$ cat src/rtl/ansi_input_decoder.sv
// Keyboard-side ANSI parser: turns raw terminal bytes into one-cycle key and
// cursor-position-report events (plain chars, ESC, Alt-keys, arrows, CPR).
module ansi_input_decoder #(
  parameter int ESC_TIMEOUT = 8
) (
  input  logic       clk,
  input  logic       rst_n,
  input  logic [7:0] in_byte,
  input  logic       in_valid,
  output logic       evt_valid,
  output logic [3:0] evt_type,
  output logic [7:0] evt_char,
  output logic [7:0] evt_row,
  output logic [7:0] evt_col
);

  localparam int CW = (ESC_TIMEOUT < 2) ? 1 : $clog2(ESC_TIMEOUT + 1);
  localparam logic [CW-1:0] CNT_LAST = CW'(ESC_TIMEOUT - 1);

  localparam logic [3:0] T_CHAR    = 4'd0;
  localparam logic [3:0] T_ESC_KEY = 4'd1;
  localparam logic [3:0] T_ALT     = 4'd2;
  localparam logic [3:0] T_UP      = 4'd3;
  localparam logic [3:0] T_DOWN    = 4'd4;
  localparam logic [3:0] T_RIGHT   = 4'd5;
  localparam logic [3:0] T_LEFT    = 4'd6;
  localparam logic [3:0] T_CPR     = 4'd7;
  localparam logic [3:0] T_UNKNOWN = 4'd8;

  localparam logic [7:0] B_ESC  = 8'h1B;
  localparam logic [7:0] B_LBR  = 8'h5B;
  localparam logic [7:0] B_SEMI = 8'h3B;

  typedef enum logic [1:0] {S_IDLE, S_ESC, S_CSI} state_t;

  state_t        state;
  logic [CW-1:0] cnt;
  logic [7:0]    p1, p2;
  logic          p1_empty, p2_empty;
  logic          idx;
  logic          malformed;

  logic          is_digit, is_final, is_param_other;
  logic [11:0]   acc;
  logic [7:0]    acc_sat;
  logic [3:0]    final_type;

  always_comb begin
    is_digit       = (in_byte >= 8'h30) && (in_byte <= 8'h39);
    is_final       = (in_byte >= 8'h40) && (in_byte <= 8'h7E);
    // ':' '<' '=' '>' '?' are legal CSI parameter bytes we do not support
    is_param_other = (in_byte >= 8'h3A) && (in_byte <= 8'h3F) && (in_byte != B_SEMI);
    acc            = {4'd0, (idx ? p2 : p1)} * 12'd10 + {8'd0, in_byte[3:0]};
    acc_sat        = (acc > 12'd255) ? 8'hFF : acc[7:0];

    final_type = T_UNKNOWN;
    if (!malformed) begin
      case (in_byte)
        8'h41:   final_type = T_UP;
        8'h42:   final_type = T_DOWN;
        8'h43:   final_type = T_RIGHT;
        8'h44:   final_type = T_LEFT;
        8'h52:   final_type = idx ? T_CPR : T_UNKNOWN;
        default: final_type = T_UNKNOWN;
      endcase
    end
  end

  always_ff @(posedge clk) begin
    if (!rst_n) begin
      state     <= S_IDLE;
      cnt       <= '0;
      p1        <= 8'd0;
      p2        <= 8'd0;
      p1_empty  <= 1'b1;
      p2_empty  <= 1'b1;
      idx       <= 1'b0;
      malformed <= 1'b0;
      evt_valid <= 1'b0;
      evt_type  <= 4'd0;
      evt_char  <= 8'd0;
      evt_row   <= 8'd0;
      evt_col   <= 8'd0;
    end else begin
      evt_valid <= 1'b0;
      case (state)
        S_IDLE: begin
          if (in_valid) begin
            if (in_byte == B_ESC) begin
              state <= S_ESC;
              cnt   <= '0;
            end else begin
              evt_valid <= 1'b1;
              evt_type  <= T_CHAR;
              evt_char  <= in_byte;
              evt_row   <= 8'd0;
              evt_col   <= 8'd0;
            end
          end
        end

        S_ESC: begin
          if (in_valid) begin
            cnt <= '0;
            if (in_byte == B_LBR) begin
              state     <= S_CSI;
              p1        <= 8'd0;
              p2        <= 8'd0;
              p1_empty  <= 1'b1;
              p2_empty  <= 1'b1;
              idx       <= 1'b0;
              malformed <= 1'b0;
            end else begin
              // ESC ESC reports the first as a key and restarts on the second
              evt_valid <= 1'b1;
              evt_type  <= (in_byte == B_ESC) ? T_ESC_KEY : T_ALT;
              evt_char  <= in_byte;
              evt_row   <= 8'd0;
              evt_col   <= 8'd0;
              if (in_byte != B_ESC) state <= S_IDLE;
            end
          end else if (cnt == CNT_LAST) begin
            state     <= S_IDLE;
            cnt       <= '0;
            evt_valid <= 1'b1;
            evt_type  <= T_ESC_KEY;
            evt_char  <= B_ESC;
            evt_row   <= 8'd0;
            evt_col   <= 8'd0;
          end else begin
            cnt <= cnt + CW'(1);
          end
        end

        S_CSI: begin
          if (in_valid) begin
            cnt <= '0;
            if (is_digit) begin
              if (idx) begin
                p2       <= acc_sat;
                p2_empty <= 1'b0;
              end else begin
                p1       <= acc_sat;
                p1_empty <= 1'b0;
              end
            end else if (in_byte == B_SEMI) begin
              if (idx) malformed <= 1'b1;
              else     idx       <= 1'b1;
            end else if (is_param_other) begin
              malformed <= 1'b1;
            end else begin
              evt_valid <= 1'b1;
              evt_char  <= in_byte;
              evt_row   <= 8'd0;
              evt_col   <= 8'd0;
              if (is_final) begin
                state    <= S_IDLE;
                evt_type <= final_type;
                if (final_type == T_CPR) begin
                  evt_row <= p1_empty ? 8'd1 : p1;
                  evt_col <= p2_empty ? 8'd1 : p2;
                end
              end else begin
                evt_type <= T_UNKNOWN;
                state    <= (in_byte == B_ESC) ? S_ESC : S_IDLE;
              end
            end
          end else if (cnt == CNT_LAST) begin
            state     <= S_IDLE;
            cnt       <= '0;
            evt_valid <= 1'b1;
            evt_type  <= T_UNKNOWN;
            evt_char  <= 8'h00;
            evt_row   <= 8'd0;
            evt_col   <= 8'd0;
          end else begin
            cnt <= cnt + CW'(1);
          end
        end

        default: state <= S_IDLE;
      endcase
    end
  end

endmodule

$ cat config.mk
export PLATFORM = sky130hd
export DESIGN_NAME = ansi_input_decoder
export DESIGN_NICKNAME = d
export VERILOG_FILES = /design/src/rtl/ansi_input_decoder.sv
export SDC_FILE = /design/constraint.sdc
export NUM_CORES = 1
export LEC_CHECK = 0
export CAP_MARGIN = 20
export CORE_ASPECT_RATIO = 0.9
export CORE_MARGIN = 3
export CORE_UTILIZATION = 30
export DETAILED_ROUTE_END_ITERATION = 8
export HOLD_SLACK_MARGIN = 0.05
export PLACE_DENSITY = 0.61
export REMOVE_ABC_BUFFERS = 1
export SLEW_MARGIN = 20
export SYNTH_ARGS = -nofsm -noshare
export SYNTH_HDL_FRONTEND = slang
export SYNTH_SLANG_ARGS = --single-unit
$ cat constraint.sdc
create_clock -name clk -period 5.9 [get_ports clk]
set_input_delay 1.18 -clock clk [delete_from_list [all_inputs] [get_ports clk]]
set_output_delay 1.18 -clock clk [all_outputs]
set_load 0.01 [all_outputs]
==> impl_metrics.ini <==
[run_status]
run_status = complete, no violations

[route]
drt-initial-drc-count = 161
vias_per_cell = 5.34
final_antenna_net_count = 0
drt-wirelength-per-cell_um = 14.6
drc = 0
vias = 2686
dr.pass1.iters = 4
wl_um = 7330

[power_and_ir_drop]
power.switching_uw = 188
combPwrFrac_pct = 11.2
finalPower_uw = 759
powerDensity_nw_per_um2 = 206
peakVddDrop_mv = 0.185
seqPwrFrac_pct = 50.5
switching_share_pct = 24.8
p_leak_uw = 0.00149
power.share.clock_pct = 38.2
power.internal_uw = 570

[sta]
tightest_slew_ns = 0.827
final-setup-viol-count = 0
fin_crit_sh_pct = 72.9
skew_ns = 0.00603
slew_viol_final = 0
max_freq_mhz = 233
hold_viol_final = 0
rsz0062_at_grt = false
min_period_ns = 4.30
slew_headroom_pct = 44.1
tns_ns = 0

[synthesis]
yosysUniqueCellTypes = 54
yosysSeqAreaShare_pct = 36.2
synth_edf_count = 0
avgSynthCellArea_um2 = 8.83
ys_ff_latch = 55
netlist_area_um2 = 3040
ys.flop_type = dfxtp_1
yosysWarnings = 0
ys_async_sr_fraction_pct = 0
synth_cells = 344

[worst_setup_path]
cp.required_ns = 6.07
cpLargestDelayFamily = simple AND/OR/NAND/NOR gates
worstPathBufferInverterCount = 0
ff2ff_path_depth = 10
worstPathArrival_ns = 4.47
cp_slowest_cell = dfxtp_1
cp_cell_sequence = mux2_2, ha_1, ha_1, fa_1, or4b_1, or4b_1, o311ai_1, nor4b_4, nand2_4, o311a_1
critPathCaptureType = register
crit_fanout = 15
cp_slowest_stage_delay_ns = 0.69
critPathKind = reg2reg
worstSetupStartpointType = register
cp.depth = 10

[cts]
clk_latency_ns = 0.29
postCtsSetupRepairBufs = 0
cts_tree = built
clockRootBuffer = clkbuf_16
clk_path_buf_depth = 2
cts-htree-levels = 2
cts-hold-fix-buffers = 0
path_clk_slew_ns = 0.07
cts_made_buffers = 5
cts_resized = 0
numClockSinks = 55

[cells_and_area]
mostFrequentLayoutCells = 55 x dfxtp_1, 43 x nand2_1, 39 x clkdlybuf4s50_1
drive_gt1_share_pct = 7.69
finalNonFillerCells = 503
n_fill_cell = 983
fin_nets = 409
diodes = 0
syn_to_final_growth_pct = 21.0
final_common_cell = dfxtp_1

[global_routing]
grt_start_max_net_pins = 34
grtUsageTotal_pct = 13.0
grt_pass1_vias = 2443
antenna_found_initial = 0
grt_first_pass_wirelength_um = 12400
grt.overflow.total = 0

[worst_hold_path]
hold_path.class = reg2reg
hold-path-cell-count = 1

[placed_design]
routabilityCongestion = 0.833
dp.cells = 495
dpl.hpwl_um = 5660
port_buffers = 39

[die]
start_util_pct = 31.1
die_x_um = 112
io_pins = 40
dieArea_um2 = 11400
fp-row-count = 34
core_area_um2 = 9780
die_h_um = 101

[run]
maxCapViolations = 0
[worst register-to-register path, cell delays in order (launching register included)]
cell and delay (ns):
dfxtp_1 0.69, mux2_2 0.45, ha_1 0.29, ha_1 0.24
fa_1 0.42, or4b_1 0.50, or4b_1 0.51, o311ai_1 0.10
nor4b_4 0.48, nand2_4 0.14, o311a_1 0.37
[path summary, 6_finish.rpt]
kind                                 start    endpoint  slack (ns)
worst max-delay path                   idx       p1[6]        1.60
worst min-delay path            evt_row[0]  evt_row[0]        0.47
worst max register to register         idx       p1[6]        1.60
worst min register to register  evt_row[0]  evt_row[0]        0.47
[per-layer routing]
| layer | vias up | part of all wire [%] | global-route usage [%] |
|---|---|---|---|
| met3 | 8 | 6.6 | 1.61 |
| li1 | 1339 | - | - |
| met5 | - | 0 | 0 |
| met4 | 0 | 1.2 | 2.50 |
| met2 | 104 | 41 | 19.0 |
| met1 | 1235 | 51 | 20.3 |
[logic make-up after synthesis]
family                     count (synthesis)  share of synthesized area [%]
AOI/OAI and AO/OA                        107                           25.4
xor gates and xnor gates                   6                           1.73
adders and majority gates                 22                           9.55
buffers and inverters                     29                           3.70
DFF                                       55                           36.2
muxes                                     11                           3.99
and+or+nand+nor                          114                           19.4
[power by group through the flow]
stage          sequential [uW]  clock [uW]  combinational [uW]
2_1_floorplan              394           0                39.9
3_3_place_gp               392           0                84.2
3_5_place_dp               392           0                85.4
4_1_cts                    384         297                85.4
5_1_grt                    384         313                94.9
6_report                   383         290                85.3
[sequential cells by signal, summed over array words and instances (netlist names)]
signal / flops
p1_empty: 1
evt_type: 4
state: 2
evt_valid: 1
p1: 8
p2: 8
evt_col: 8
malformed: 1
evt_row: 8
p2_empty: 1
evt_char: 8
idx: 1
cnt: 4
[through the flow]
stage          area [um2]  utilization [%]  setup WS, ns  hold WS [ns]
6_report             3680             37.6          1.60         0.470
5_1_grt              3680             37.6          1.37         0.478
4_1_cts              3680             37.6          1.60         0.472
3_5_place_dp         3530             36.1          1.61         0.452
3_3_place_gp         3530             36.1          1.69         0.452
2_1_floorplan        2980                -          1.96         0.437
[layout make-up]
cell class | instances | area [um2] | area share [%]
clock buffer | 5 | 125 | 3.40
clock inverter | 3 | 18.8 | 0.510
inverter | 14 | 52.6 | 1.43
multi-input combinational | 260 | 1830 | 49.6
sequential | 55 | 1100 | 29.9
tap | 126 | 158 | 4.29
timing repair buffer | 40 | 398 | 10.8
[synth_stat cells, types with 2 or more instances]
cell,instances,area (um2)
inv_1,14,52.6
fa_1,2,40.0
a221o_1,6,60.1
xor2_1,3,26.3
o2bb2ai_1,3,26.3
nor4_1,3,18.8
nand2_1,43,161
nor2b_1,4,25.0
and2_1,5,31.3
o21ai_0,19,95.1
a21oi_1,23,115
buf_2,3,15.0
ha_1,20,250
xnor2_1,3,26.3
o31ai_1,2,15.0
mux2_2,9,101
a21o_1,7,52.6
a22o_1,17,149
o311a_1,7,70.1
or3_1,4,25.0
a21boi_0,3,22.5
dfxtp_1,55,1100
o22ai_1,2,12.5
and3_1,3,18.8
o2111ai_1,3,26.3
a31oi_1,5,31.3
clkbuf_1,12,45.0
nor3_1,4,20.0
nor2_1,16,60.1
or4b_1,2,20.0
or2_2,5,31.3
nand3_1,14,70.1
mux2i_1,2,20.0
(Power assumes the default switching activity.)
